`src/rtl/inv_round_core.sv`:
```
// inv_round_core: one AES decryption round stage after InvSubBytes.
// Accepts a 128-bit state, applies InvShiftRows and AddRoundKey in the
// accept cycle, then optionally runs InvMixColumns one column per cycle
// before presenting the result under a valid/ready handshake.
module inv_round_core (
    input  logic         clk,
    input  logic         rst,
    input  logic         in_valid,
    output logic         in_ready,
    input  logic [127:0] in_data,
    input  logic [127:0] in_key,
    input  logic         in_mix_en,
    output logic         out_valid,
    input  logic         out_ready,
    output logic [127:0] out_data
);

    typedef enum logic [1:0] {
        IDLE = 2'd0,
        COL  = 2'd1,
        DONE = 2'd2
    } state_t;

    state_t       state;
    logic [127:0] work;
    logic [1:0]   cnt;
    logic         mix_flag;

    logic [127:0] shifted;
    logic [127:0] work_mixed;
    logic [6:0]   base;
    logic [31:0]  col_out;

    // Multiply by x in GF(2^8) modulo x^8 + x^4 + x^3 + x + 1.
    function automatic logic [7:0] xtime(input logic [7:0] b);
        xtime = {b[6:0], 1'b0} ^ (b[7] ? 8'h1b : 8'h00);
    endfunction

    // One InvMixColumns column; products 9, b, d, e are built from the
    // x, x^2 and x^3 multiples of each input byte.
    function automatic logic [31:0] inv_mix_col(input logic [7:0] a0, input logic [7:0] a1,
                                                input logic [7:0] a2, input logic [7:0] a3);
        logic [7:0] a [4];
        logic [7:0] m9 [4];
        logic [7:0] mb [4];
        logic [7:0] md [4];
        logic [7:0] me [4];
        logic [7:0] x2, x4, x8;
        a[0] = a0;
        a[1] = a1;
        a[2] = a2;
        a[3] = a3;
        for (int i = 0; i < 4; i++) begin
            x2    = xtime(a[i]);
            x4    = xtime(x2);
            x8    = xtime(x4);
            m9[i] = x8 ^ a[i];
            mb[i] = x8 ^ x2 ^ a[i];
            md[i] = x8 ^ x4 ^ a[i];
            me[i] = x8 ^ x4 ^ x2;
        end
        inv_mix_col = {me[0] ^ mb[1] ^ md[2] ^ m9[3],
                       m9[0] ^ me[1] ^ mb[2] ^ md[3],
                       md[0] ^ m9[1] ^ me[2] ^ mb[3],
                       mb[0] ^ md[1] ^ m9[2] ^ me[3]};
    endfunction

    // InvShiftRows: row r rotates right by r byte positions.
    always_comb begin
        shifted = '0;
        for (int r = 0; r < 4; r++) begin
            for (int c = 0; c < 4; c++) begin
                shifted[127 - 32*r - 8*c -: 8] = in_data[127 - 32*r - 8*((c - r + 4) % 4) -: 8];
            end
        end
    end

    // Working register with column cnt replaced by its InvMixColumns result.
    always_comb begin
        base       = 7'd127 - {2'b00, cnt, 3'b000};
        col_out    = inv_mix_col(work[base -: 8], work[base - 7'd32 -: 8],
                                 work[base - 7'd64 -: 8], work[base - 7'd96 -: 8]);
        work_mixed = work;
        work_mixed[base -: 8]          = col_out[31:24];
        work_mixed[base - 7'd32 -: 8]  = col_out[23:16];
        work_mixed[base - 7'd64 -: 8]  = col_out[15:8];
        work_mixed[base - 7'd96 -: 8]  = col_out[7:0];
    end

    // Control FSM and datapath: load on accept, mix column by column, hold until drained.
    always_ff @(posedge clk) begin
        if (rst) begin
            state    <= IDLE;
            work     <= '0;
            cnt      <= 2'd0;
            mix_flag <= 1'b0;
        end else begin
            case (state)
                IDLE: begin
                    if (in_valid) begin
                        work     <= shifted ^ in_key;
                        mix_flag <= in_mix_en;
                        cnt      <= 2'd0;
                        state    <= in_mix_en ? COL : DONE;
                    end
                end
                COL: begin
                    if (mix_flag) begin
                        work <= work_mixed;
                    end
                    cnt <= cnt + 2'd1;
                    if (cnt == 2'd3) begin
                        state <= DONE;
                    end
                end
                DONE: begin
                    if (out_ready) begin
                        state <= IDLE;
                    end
                end
                default: begin
                    state <= IDLE;
                end
            endcase
        end
    end

    assign in_ready  = (state == IDLE);
    assign out_valid = (state == DONE);
    assign out_data  = work;

endmodule

```
`config.mk`:
```
export PLATFORM = sky130hd
export DESIGN_NAME = inv_round_core
export DESIGN_NICKNAME = d
export VERILOG_FILES = /design/src/rtl/inv_round_core.sv
export SDC_FILE = /design/constraint.sdc
export NUM_CORES = 1
export LEC_CHECK = 0
export ABC_CLOCK_PERIOD_IN_PS = 5100
export BUFFER_PORTS_ARGS = -buffer_cell sky130_fd_sc_hd__buf_2
export CORE_AREA = 3 3 150 152
export DETAILED_ROUTE_END_ITERATION = 7
export DIE_AREA = 0 0 153 155
export GPL_TIMING_DRIVEN = 0
export HOLD_SLACK_MARGIN = 0.12
export PLACE_DENSITY = 0.75
export SLEW_MARGIN = 25
export SYNTH_ARGS = -nofsm -noshare
export SYNTH_HDL_FRONTEND = slang
export SYNTH_SLANG_ARGS = --single-unit
```
`constraint.sdc`:
```
create_clock -name clk -period 5.1 [get_ports clk]
set_clock_uncertainty 0.05 [all_clocks]
set_input_delay 1.02 -clock clk [delete_from_list [all_inputs] [get_ports clk]]
set_output_delay 1.02 -clock clk [all_outputs]
set_load 0.01 [all_outputs]
```
==> flow_summary.json, run 1 <==
{
  "clk_root_buffer_cell": "clkbuf_16",
  "placed_cell_area_um2": 11900,
  "vias_per_cell": 5.99,
  "crit_path_max_incr_delay_ns": 0.50,
  "start_util": 0.455,
  "maxCapViolations": 0,
  "clkSlewWorstSetupHoldPaths_ns": 0.06,
  "cts_setup_buffers": 0,
  "timing.critical_path.fanout_max": 10,
  "cts_htree_levels": 4,
  "dieWidth_um": 153,
  "cts-hold-fix-buffers": 0,
  "cpMaxStageDelayCell": "xor3_1",
  "timing.slew.headroom": 0.290,
  "leakage_nw": 5.63,
  "critPathKind": "reg -> reg",
  "synth_compound_gate_area_share": 0.178,
  "path_cells": "buf_2, buf_4, buf_4, mux4_2, buf_2, xor3_1, xor2_1, xor3_1, xnor2_1, a221oi_1, nor2_1",
  "min_path_type": "reg -> reg",
  "fraction_of_the_cycle_the_final_worst_path_needs": 0.795,
  "grt_overflow": 0,
  "drt_iter0_drc": 1016,
  "global_route.usage.total": 0.333,
  "die_height_um": 155,
  "core_area_um2": 21200,
  "report.power.total_w": 0.00659,
  "synth_cell_type_count": 38,
  "yosysSeqAreaShare": 0.277,
  "synth_nets": 1266,
  "yosys-top-cells-area": "dfxtp_1, xor2_1, xnor2_1",
  "num-nets-final": 1675,
  "drt-total-wl_mm": 41.4,
  "maximum_number_of_pins_on_one_net_before_global_route_repair": 17,
  "antenna_cells_inserted": 0,
  "tritoncts.num_buffers": 17,
  "synth_top_area_cell": "dfxtp_1",
  "cts_resized": 0,
  "gpl.final_weighted_congestion": 0.981,
  "post-dp-hpwl_mm": 31.7,
  "synth.cell_area_um2": 9620,
  "floorplan.rows": 53,
  "ioPinCount": 391,
  "critical_path_arrival_ns": 4.36,
  "initial_antenna_violation_count": 0,
  "drc_errors": 0,
  "cp.required_ns": 5.40,
  "period_minus_slack_ns": 4.05,
  "num_vias": 10200,
  "detail-route-antenna-nets": 0,
  "tritoncts_num_sinks": 133,
  "critical_path_start_type": "register",
  "status": "complete, no violations",
  "areaGrowthSynthToFinish_pct": 30.3,
  "finalSetupViolations": 0,
  "power.ir.vdd_worst_v": 0.000379,
  "tightestPinTransition_ns": 1.06,
  "synth_xor_area_frac": 0.341,
  "drt_pass1_iterations": 8,
  "hold_viol_final": 0,
  "post_synth_fa_ha_maj_area_fraction": 0.00520,
  "synth_warnings": 0,
  "setup.worst_path.end_class": "register",
  "die_area_um2": 23700,
  "post_route_cells_drive_above_1_share": 0.338,
  "wl_per_cell_um": 24.4,
  "largest_family_of_logic_cells_by_synthesized_area": "XOR/XNOR gates",
  "p_per_area_nw_per_um2": 525,
  "mux_share_of_post_synthesis_cell_area": 0.0773,
  "fin_setup_tns_ns": 0,
  "avgSynthCellArea_um2": 9.61,
  "place.port_buffers": 390,
  "clock_tree_from_tritoncts": "built",
  "synth_top_area_share": 0.277,
  "synth_simple_gate_area_frac": 0.0794,
  "layout.cell_area.non_filler_um2": 12500,
  "syn-instance-count": 1001,
  "synth_seq_cells": 133,
  "via_count_of_the_first_global_routing_pass": 10100,
  "global_route_wire_length_before_repair_mm": 60.2,
  "finalMaxSlewViolations": 0,
  "grt_setup_unrepaired": "false",
  "clk_path_buf_depth": 2,
  "max_freq_ghz": 0.247,
  "clock_latency_ns": 0.42
}
-- Yosys cell counts (all sizes together) --
master   count
xor3         8
a221oi     101
or3          1
o21bai       1
a22oi        5
a21o         4
nor2b        2
xor2       138
buf         20
xnor3       24
mux4        32
and4         1
a21oi       15
mux2         1
ha           4
and3         2
inv          7
a31oi        4
a2bb2oi     20
nand2        9
nand2b       2
nand3       12
o22ai       15
o21ai       77
nor3        38
dfxtp      133
nand4        1
nor2       112
clkbuf      68
xnor2      144
-- state kept, by name (all words and copies together) (netlist names) --
signal	flops
state	2
out_data	128
mix_flag	1
cnt	2
-- final timing paths --
kind                             startpoint                         end  slack, ns  cells past startpoint
setup / recovery        cnt[1]$_SDFFE_PP0P_  out_data[108]$_SDFFE_PP0P_       1.05                     11
hold / removal    out_data[75]$_SDFFE_PP0P_   out_data[75]$_SDFFE_PP0P_       0.45                      2
setup reg to reg        cnt[1]$_SDFFE_PP0P_  out_data[108]$_SDFFE_PP0P_       1.05                     11
hold reg to reg   out_data[75]$_SDFFE_PP0P_   out_data[75]$_SDFFE_PP0P_       0.45                      2
-- cells by family (layout without fill, tap and decap cells) --
| group | after synthesis | in the layout |
|---|---|---|
| mux | 33 | 33 |
| compound gates | 242 | 242 |
| fa+ha+maj | 4 | 4 |
| flops | 133 | 133 |
| simple gates | 180 | 180 |
| xor+xnor | 314 | 314 |
| buf+inv | 95 | 515 |
-- power by group --
| part | leakage, nW | internal [W] | switching (W) | total, W |
|---|---|---|---|---|
| Combinational | 4.23 | 0.00165 | 0.00237 | 0.00402 |
| Clock | 0.298 | 0.000830 | 0.000484 | 0.00131 |
| Sequential | 1.10 | 0.00115 | 0.0000939 | 0.00125 |
-- per-stage QoR --
step | hold WS [ns] | util | setup WS (ns) | cells
finish | 0.449 | 0.593 | 1.05 | 1696
global route | 0.478 | 0.593 | 0.915 | 1696
CTS | 0.449 | 0.593 | 1.14 | 1696
detailed placement | 0.441 | 0.563 | 1.16 | 1666
global placement | 0.426 | 0.563 | 1.15 | 1666
floorplan | 0.425 | - | 1.90 | 1001
-- layout make-up --
cell class | count | area, um2
Buffer | 88 | 380
Clock buffer | 23 | 498
Clock inverter | 7 | 119
Fill cell | 1873 | 8620
Inverter | 7 | 26.3
Multi-Input combinational cell | 773 | 6550
Sequential cell | 133 | 2660
Tap cell | 275 | 344
Timing Repair Buffer | 390 | 1950
-- routing by layer --
layer / part of all wire / wire length [um] / vias to the layer above / GRT usage
met3: 0.12 / 4780 / 143 / 0.0918
met4: 0.050 / 2070 / 0 / 0.162
met1: 0.36 / 15000 / 4743 / 0.414
met5: 0 / 0 / - / 0
met2: 0.47 / 19500 / 815 / 0.538
li1: - / - / 4456 / -
-- cells in the final DEF (no fill, tap or decap), drive strengths merged, types with 20 or more instances in the layout --
cell / instances
dfxtp: 133
xor2: 138
xnor3: 24
mux4: 32
nor3: 38
buf: 410
xnor2: 144
nor2: 112
a221oi: 101
clkbuf: 91
a2bb2oi: 20
o21ai: 77
-- worst max-delay path: cells and delay by family, from the launching register on --
| family | cells | cell delay (ns) |
|---|---|---|
| XOR/XNOR | 4 | 1.61 |
| buffers and inverters | 4 | 1.29 |
| flip-flops | 1 | 0.35 |
| multiplexers | 1 | 0.34 |
| AO/OA/AOI/OAI | 1 | 0.19 |
| AND/OR/NAND/NOR | 1 | 0.15 |
No activity file was read; power rests on OpenSTA's default activity.
==> run 2, diff against run 1 <==
==> config.mk (replaced) <==
export PLATFORM = sky130hd
export DESIGN_NAME = inv_round_core
export DESIGN_NICKNAME = d
export VERILOG_FILES = /design/src/rtl/inv_round_core.sv
export SDC_FILE = /design/constraint.sdc
export NUM_CORES = 1
export LEC_CHECK = 0
export ABC_CLOCK_PERIOD_IN_PS = 3500
export BUFFER_PORTS_ARGS = -buffer_cell sky130_fd_sc_hd__buf_2
export CORE_MARGIN = 3
export CORE_UTILIZATION = 45
export DETAILED_ROUTE_END_ITERATION = 7
export GPL_TIMING_DRIVEN = 0
export HOLD_SLACK_MARGIN = 0.12
export PLACE_DENSITY = 0.78
export SLEW_MARGIN = 25
export SYNTH_ARGS = -nofsm -noshare
export SYNTH_HDL_FRONTEND = slang
export SYNTH_SLANG_ARGS = --single-unit
==> constraint.sdc (replaced) <==
create_clock -name clk -period 3.5 [get_ports clk]
set_clock_uncertainty 0.05 [all_clocks]
set_input_delay 0.7 -clock clk [delete_from_list [all_inputs] [get_ports clk]]
set_output_delay 0.7 -clock clk [all_outputs]
set_load 0.01 [all_outputs]
==> flow_summary.json, run 2 (synthesized netlist as in run 1, its figures left out) <==
{
  "status": "complete, no violations",
  "vias_per_cell": 6.16,
  "timing.critical_path.fanout_max": 10,
  "worst-r2r-cell-count": 11,
  "layout.cell_area.non_filler_um2": 13200,
  "cp.required_ns": 3.81,
  "critical_path_arrival_ns": 3.74,
  "hold_viol_final": 0,
  "drt-total-wl_mm": 42.9,
  "clock_tree_from_tritoncts": "built",
  "place.port_buffers": 390,
  "mostFrequentLayoutCell": "buf_2",
  "maximum_number_of_pins_on_one_net_before_global_route_repair": 17,
  "worst_hold_startpoint": "out_data[31]$_SDFFE_PP0P_",
  "finalMaxSlewViolations": 0,
  "cpMaxStageDelayCell": "xnor3_1",
  "p_per_area_nw_per_um2": 800,
  "power.ir.vdd_worst_v": 0.000680,
  "clk_path_buf_depth": 2,
  "crit_path_max_incr_delay_ns": 0.44,
  "placed_cell_area_um2": 11900,
  "number_of_cells_traversed_by_the_worst_hold_path": 2,
  "post_route_cells_drive_above_1_share": 0.388,
  "critPathKind": "reg -> reg",
  "utilization_after_layout": 0.638,
  "crit_buf_inv": 4,
  "tritoncts.num_buffers": 17,
  "min_path_type": "reg -> reg",
  "fin_setup_tns_ns": 0,
  "commonest_non_fill_non_tap_cells_in_the_layout": "buf_2, dfxtp_1, xor2_1",
  "cpLargestDelayFamily": "XOR/XNOR gates",
  "global_route_wire_length_before_repair_mm": 62.2,
  "post-dp-hpwl_mm": 32.1,
  "path_cells": "buf_6, buf_8, buf_6, mux4_2, clkbuf_4, xnor2_2, xnor3_1, xnor3_1, xnor2_2, a221oi_2, nor2_1",
  "die_area_um2": 23200,
  "drt_pass1_iterations": 8,
  "clk_root_buffer_cell": "clkbuf_16",
  "leakage_nw": 5.93,
  "largest_register_ff_count": 128,
  "maxCapViolations": 0,
  "wl_per_cell_um": 25.0,
  "reg2reg_to": "out_data[12]$_SDFFE_PP0P_",
  "floorplan.rows": 52,
  "critical_path_start_type": "register",
  "die_height_um": 152,
  "max_freq_ghz": 0.291,
  "ioPinCount": 391,
  "r2r_start": "cnt[1]$_SDFFE_PP0P_",
  "finalSetupViolations": 0,
  "timing.slew.headroom": 0.348,
  "grt_overflow": 0,
  "cts_htree_levels": 4,
  "setup.worst_path.end_class": "register",
  "drt_iter0_drc": 1490,
  "areaGrowthSynthToFinish_pct": 36.8,
  "worst_case_register_to_register_setup_slack_ns": 0.07,
  "detail-route-antenna-nets": 0,
  "clock_latency_ns": 0.44,
  "report.power.total_w": 0.0105,
  "global_route.usage.total": 0.347,
  "num_vias": 10600,
  "core_area_um2": 20600,
  "drc_errors": 0,
  "worst_hold_path.endpoint": "out_data[31]$_SDFFE_PP0P_",
  "worst_hold_slack_ns": 0.463,
  "grt_setup_unrepaired": "true",
  "dieWidth_um": 152,
  "cts-hold-fix-buffers": 0,
  "fraction_of_the_cycle_the_final_worst_path_needs": 0.980,
  "initial_antenna_violation_count": 1,
  "gpl.final_weighted_congestion": 0.976,
  "start_util": 0.466,
  "num-nets-final": 1697,
  "clkSlewWorstSetupHoldPaths_ns": 0.06,
  "via_count_of_the_first_global_routing_pass": 10400,
  "period_minus_slack_ns": 3.43,
  "tightestPinTransition_ns": 0.978,
  "tritoncts_num_sinks": 133
}
run 2: changes by cell type in the layout (fill, tap and decap cells not counted), sizes merged:
cell,change
buf,+22
diode,+1
clkbuf,-1
clkinv,+4
bufinv,-1
run 2: power by group:
| group | switching (W) | internal [W] | total [W] |
|---|---|---|---|
| combinational | 0.00387 | 0.00294 | 0.00681 |
| clock | 0.000746 | 0.00115 | 0.00189 |
| sequential | 0.000141 | 0.00168 | 0.00182 |
run 2: layout make-up:
| class | count | area, um2 |
|---|---|---|
| Clock inverter | 10 | 120 |
| Clock buffer | 22 | 494 |
| Buffer | 84 | 419 |
| Tap cell | 270 | 338 |
| Inverter | 7 | 26.3 |
| Antenna cell | 1 | 2.50 |
| Sequential cell | 133 | 2660 |
| Fill cell | 1698 | 7470 |
| Timing Repair Buffer | 416 | 2150 |
| Multi-Input combinational cell | 773 | 6950 |
run 2: through the flow:
step / std cells / worst slack, ns
CTS: 1700 / 0.0158
finish: 1716 / 0.0690
global placement: 1661 / -0.453
detailed placement: 1661 / -0.448
global route: 1715 / -0.0157
floorplan: 1001 / 0.296
run 2: how the worst max path moves through the flow:
| stage | from | to | slack [ns] | cells after the start |
|---|---|---|---|---|
| floorplan | cnt[0]$_SDFFE_PP0P_ | out_data[35]$_SDFFE_PP0P_ | 0.30 | 9 |
| global placement | cnt[1]$_SDFFE_PP0P_ | out_data[45]$_SDFFE_PP0P_ | -0.45 | 10 |
| detailed placement | cnt[1]$_SDFFE_PP0P_ | out_data[116]$_SDFFE_PP0P_ | -0.45 | 11 |
| CTS | cnt[0]$_SDFFE_PP0P_ | out_data[35]$_SDFFE_PP0P_ | 0.02 | 9 |
| global route | cnt[1]$_SDFFE_PP0P_ | out_data[109]$_SDFFE_PP0P_ | -0.02 | 11 |
| finish | cnt[1]$_SDFFE_PP0P_ | out_data[12]$_SDFFE_PP0P_ | 0.07 | 11 |
run 2: tightest hold or removal path: stages (launching register included):
cell	delay, ns
dfxtp_1	0.32
nor2_1	0.10
nor3_1	0.05
run 2: per-layer routing:
layer	global-route usage	vias to the layer above	wire, um
met2	0.578	920	20500
met1	0.439	4973	15600
met5	0	-	0
li1	-	4495	-
met4	0.148	0	1900
met3	0.0699	179	4840
run 2: repair_timing:
action / CTS / global route
setup endpoints to repair: 109 / 81
resized for setup: 46 / 30
pin swaps: 6 / 8
setup buffers: 9 / 17
==> run 3, diff against run 2 <==
--- a/config.mk
+++ b/config.mk
@@ -12,7 +12,7 @@
 export DETAILED_ROUTE_END_ITERATION = 7
 export GPL_TIMING_DRIVEN = 0
 export HOLD_SLACK_MARGIN = 0.12
-export PLACE_DENSITY = 0.78
+export PLACE_DENSITY_LB_ADDON = 0.3
 export SLEW_MARGIN = 25
 export SYNTH_ARGS = -nofsm -noshare
 export SYNTH_HDL_FRONTEND = slang
==> flow_summary.json, run 3 (synthesized netlist as in run 1, its figures left out) <==
{
  "cp.required_ns": 3.82,
  "global_route_wire_length_before_repair_mm": 60.9,
  "total_switching_power_w": 0.00472,
  "clkSlewWorstSetupHoldPaths_ns": 0.06,
  "multiInputGateArea_um2": 6900,
  "dieWidth_um": 152,
  "critical_path_start_type": "register",
  "maximum_number_of_pins_on_one_net_before_global_route_repair": 17,
  "mostFrequentLayoutCell": "buf_2",
  "via_count_of_the_first_global_routing_pass": 10300,
  "worst_hold_startpoint": "out_data[83]$_SDFFE_PP0P_",
  "ioPinCount": 391,
  "utilization_after_layout": 0.630,
  "min_path_type": "reg -> reg",
  "core_area_um2": 20600,
  "die_area_um2": 23200,
  "leakage_nw": 5.83,
  "clock_latency_ns": 0.44,
  "worst_case_register_to_register_setup_slack_ns": -0.06,
  "areaGrowthSynthToFinish_pct": 35.1,
  "cpMaxStageDelayCell": "mux4_2",
  "drt_iter0_drc": 1145,
  "power.combinational.fraction": 0.651,
  "internal-power_w": 0.00551,
  "fraction_of_the_cycle_the_final_worst_path_needs": 1.02,
  "timing.final.ws_setup_ns": -0.0588,
  "post-dp-hpwl_mm": 31.4,
  "critical_path_source": "cnt[0]$_SDFFE_PP0P_",
  "failed_checks": "setup timing",
  "crit_path_max_incr_delay_ns": 0.65,
  "tritoncts_num_sinks": 133,
  "die_height_um": 152,
  "grt_setup_unrepaired": "true",
  "drt_pass1_iterations": 5,
  "critical_path.most_common_cell": "buf_12",
  "timing.critical_path.fanout_max": 10,
  "sequentialPowerShare": 0.177,
  "initial_antenna_violation_count": 0,
  "fillers": 1801,
  "power.ir.vdd_worst_v": 0.000580,
  "gpl.final_weighted_congestion": 0.967,
  "r2r_start": "cnt[0]$_SDFFE_PP0P_",
  "period_minus_slack_ns": 3.56,
  "finalSetupViolations": 5,
  "vias_per_cell": 6.03,
  "clock_power_share": 0.172,
  "num-nets-final": 1688,
  "critPathKind": "reg -> reg",
  "preCtsSetupSlack_ns": -0.587,
  "critical_path_arrival_ns": 3.88,
  "seq_area_um2": 2660,
  "finalMaxSlewViolations": 0,
  "worst_hold_slack_ns": 0.447,
  "timing.slew.headroom": 0.378,
  "tritoncts.num_buffers": 17,
  "commonest_non_fill_non_tap_cells_in_the_layout": "buf_2, dfxtp_1, xor2_1",
  "antenna_cells_inserted": 0,
  "path_cells": "buf_12, buf_12, buf_6, mux4_2, xnor2_2, xor2_1, xnor3_1, xnor2_1, a221oi_1, nor2_1",
  "cts-hold-fix-buffers": 0,
  "setup.worst_path.end_class": "register",
  "clk_path_buf_depth": 2,
  "num_vias": 10300,
  "status": "complete, but fails checks",
  "hold_viol_final": 0,
  "drc_errors": 0,
  "floorplan.rows": 52,
  "tightestPinTransition_ns": 0.933,
  "largest_register_ff_count": 128,
  "clk_root_buffer_cell": "clkbuf_16",
  "clock_tree_from_tritoncts": "built",
  "grt_overflow": 0,
  "global_route.usage.total": 0.341,
  "wl_per_cell_um": 24.4,
  "place.port_buffers": 390,
  "detail-route-antenna-nets": 0,
  "power.switching_fraction": 0.461,
  "post_route_cells_drive_above_1_share": 0.378,
  "start_util": 0.466,
  "drt-total-wl_mm": 41.7,
  "max_freq_ghz": 0.281,
  "maxCapViolations": 0,
  "cts_htree_levels": 4,
  "p_per_area_nw_per_um2": 787
}
## run 3: cell count changes in the layout (fill, tap and decap cells not counted), sizes merged
cell	change
clkbuf	-3
clkinv	+1
diode	-1
bufinv	-1
clkinvlp	+1
buf	-7
## run 3: metrics by stage
| step | TNS (ns) | instance area (um2) | instances | power [W] |
|---|---|---|---|---|
| finish | -0.0902 | 13000 | 1706 | 0.0102 |
| global route | -0.254 | 13000 | 1706 | 0.0105 |
| CTS | 0 | 12800 | 1703 | 0.00967 |
| detailed placement | -30.59 | 11900 | 1662 | 0.00750 |
| global placement | -28.52 | 11900 | 1661 | 0.00747 |
| floorplan | 0 | 9620 | 1001 | 0.00577 |
## run 3: timing repair
| action | 4_1_cts | 5_1_grt |
|---|---|---|
| buffers inserted | 12 | 3 |
| resized for setup | 40 | 32 |
| setup endpoints to repair | 113 | 77 |
| pin swaps | 7 | 6 |
## run 3: final timing paths
kind | to | depth (start not counted)
worst max register to register | out_data[94]$_SDFFE_PP0P_ | 10
worst max-delay path | out_data[94]$_SDFFE_PP0P_ | 10
worst min-delay path | out_data[83]$_SDFFE_PP0P_ | 2
worst min register to register | out_data[83]$_SDFFE_PP0P_ | 2
## run 3: cell type report
| cell class | instances | share of cell area |
|---|---|---|
| Multi-Input combinational cell | 773 | 0.531 |
| Clock inverter | 11 | 0.00790 |
| Clock buffer | 21 | 0.0354 |
| Sequential cell | 133 | 0.205 |
| Buffer | 85 | 0.0330 |
| Inverter | 7 | 0.00202 |
| Tap cell | 270 | 0.0260 |
| Timing Repair Buffer | 406 | 0.159 |
## run 3: power groups by stage
stage	Sequential [W]	Combinational (W)	Clock, W
3_5_place_dp	0.00183	0.00567	0
3_3_place_gp	0.00183	0.00565	0
6_report	0.00181	0.00666	0.00175
5_1_grt	0.00183	0.00684	0.00181
2_1_floorplan	0.00188	0.00389	0
4_1_cts	0.00180	0.00613	0.00174
## run 3: routing by layer
metal	global-route usage	vias to the layer above	share of wire
met4	0.157	0	0.054
li1	-	4464	-
met3	0.0724	164	0.11
met2	0.562	806	0.48
met1	0.430	4860	0.36
met5	0	-	0
## run 3: critical path, delay by kind of cell (launching register included)
kind	cells	cell delay [ns]
compound gates	1	0.21
xor+xnor	4	1.49
buf+inv	3	0.55
simple gates	1	0.15
flops	1	0.37
mux	1	0.65
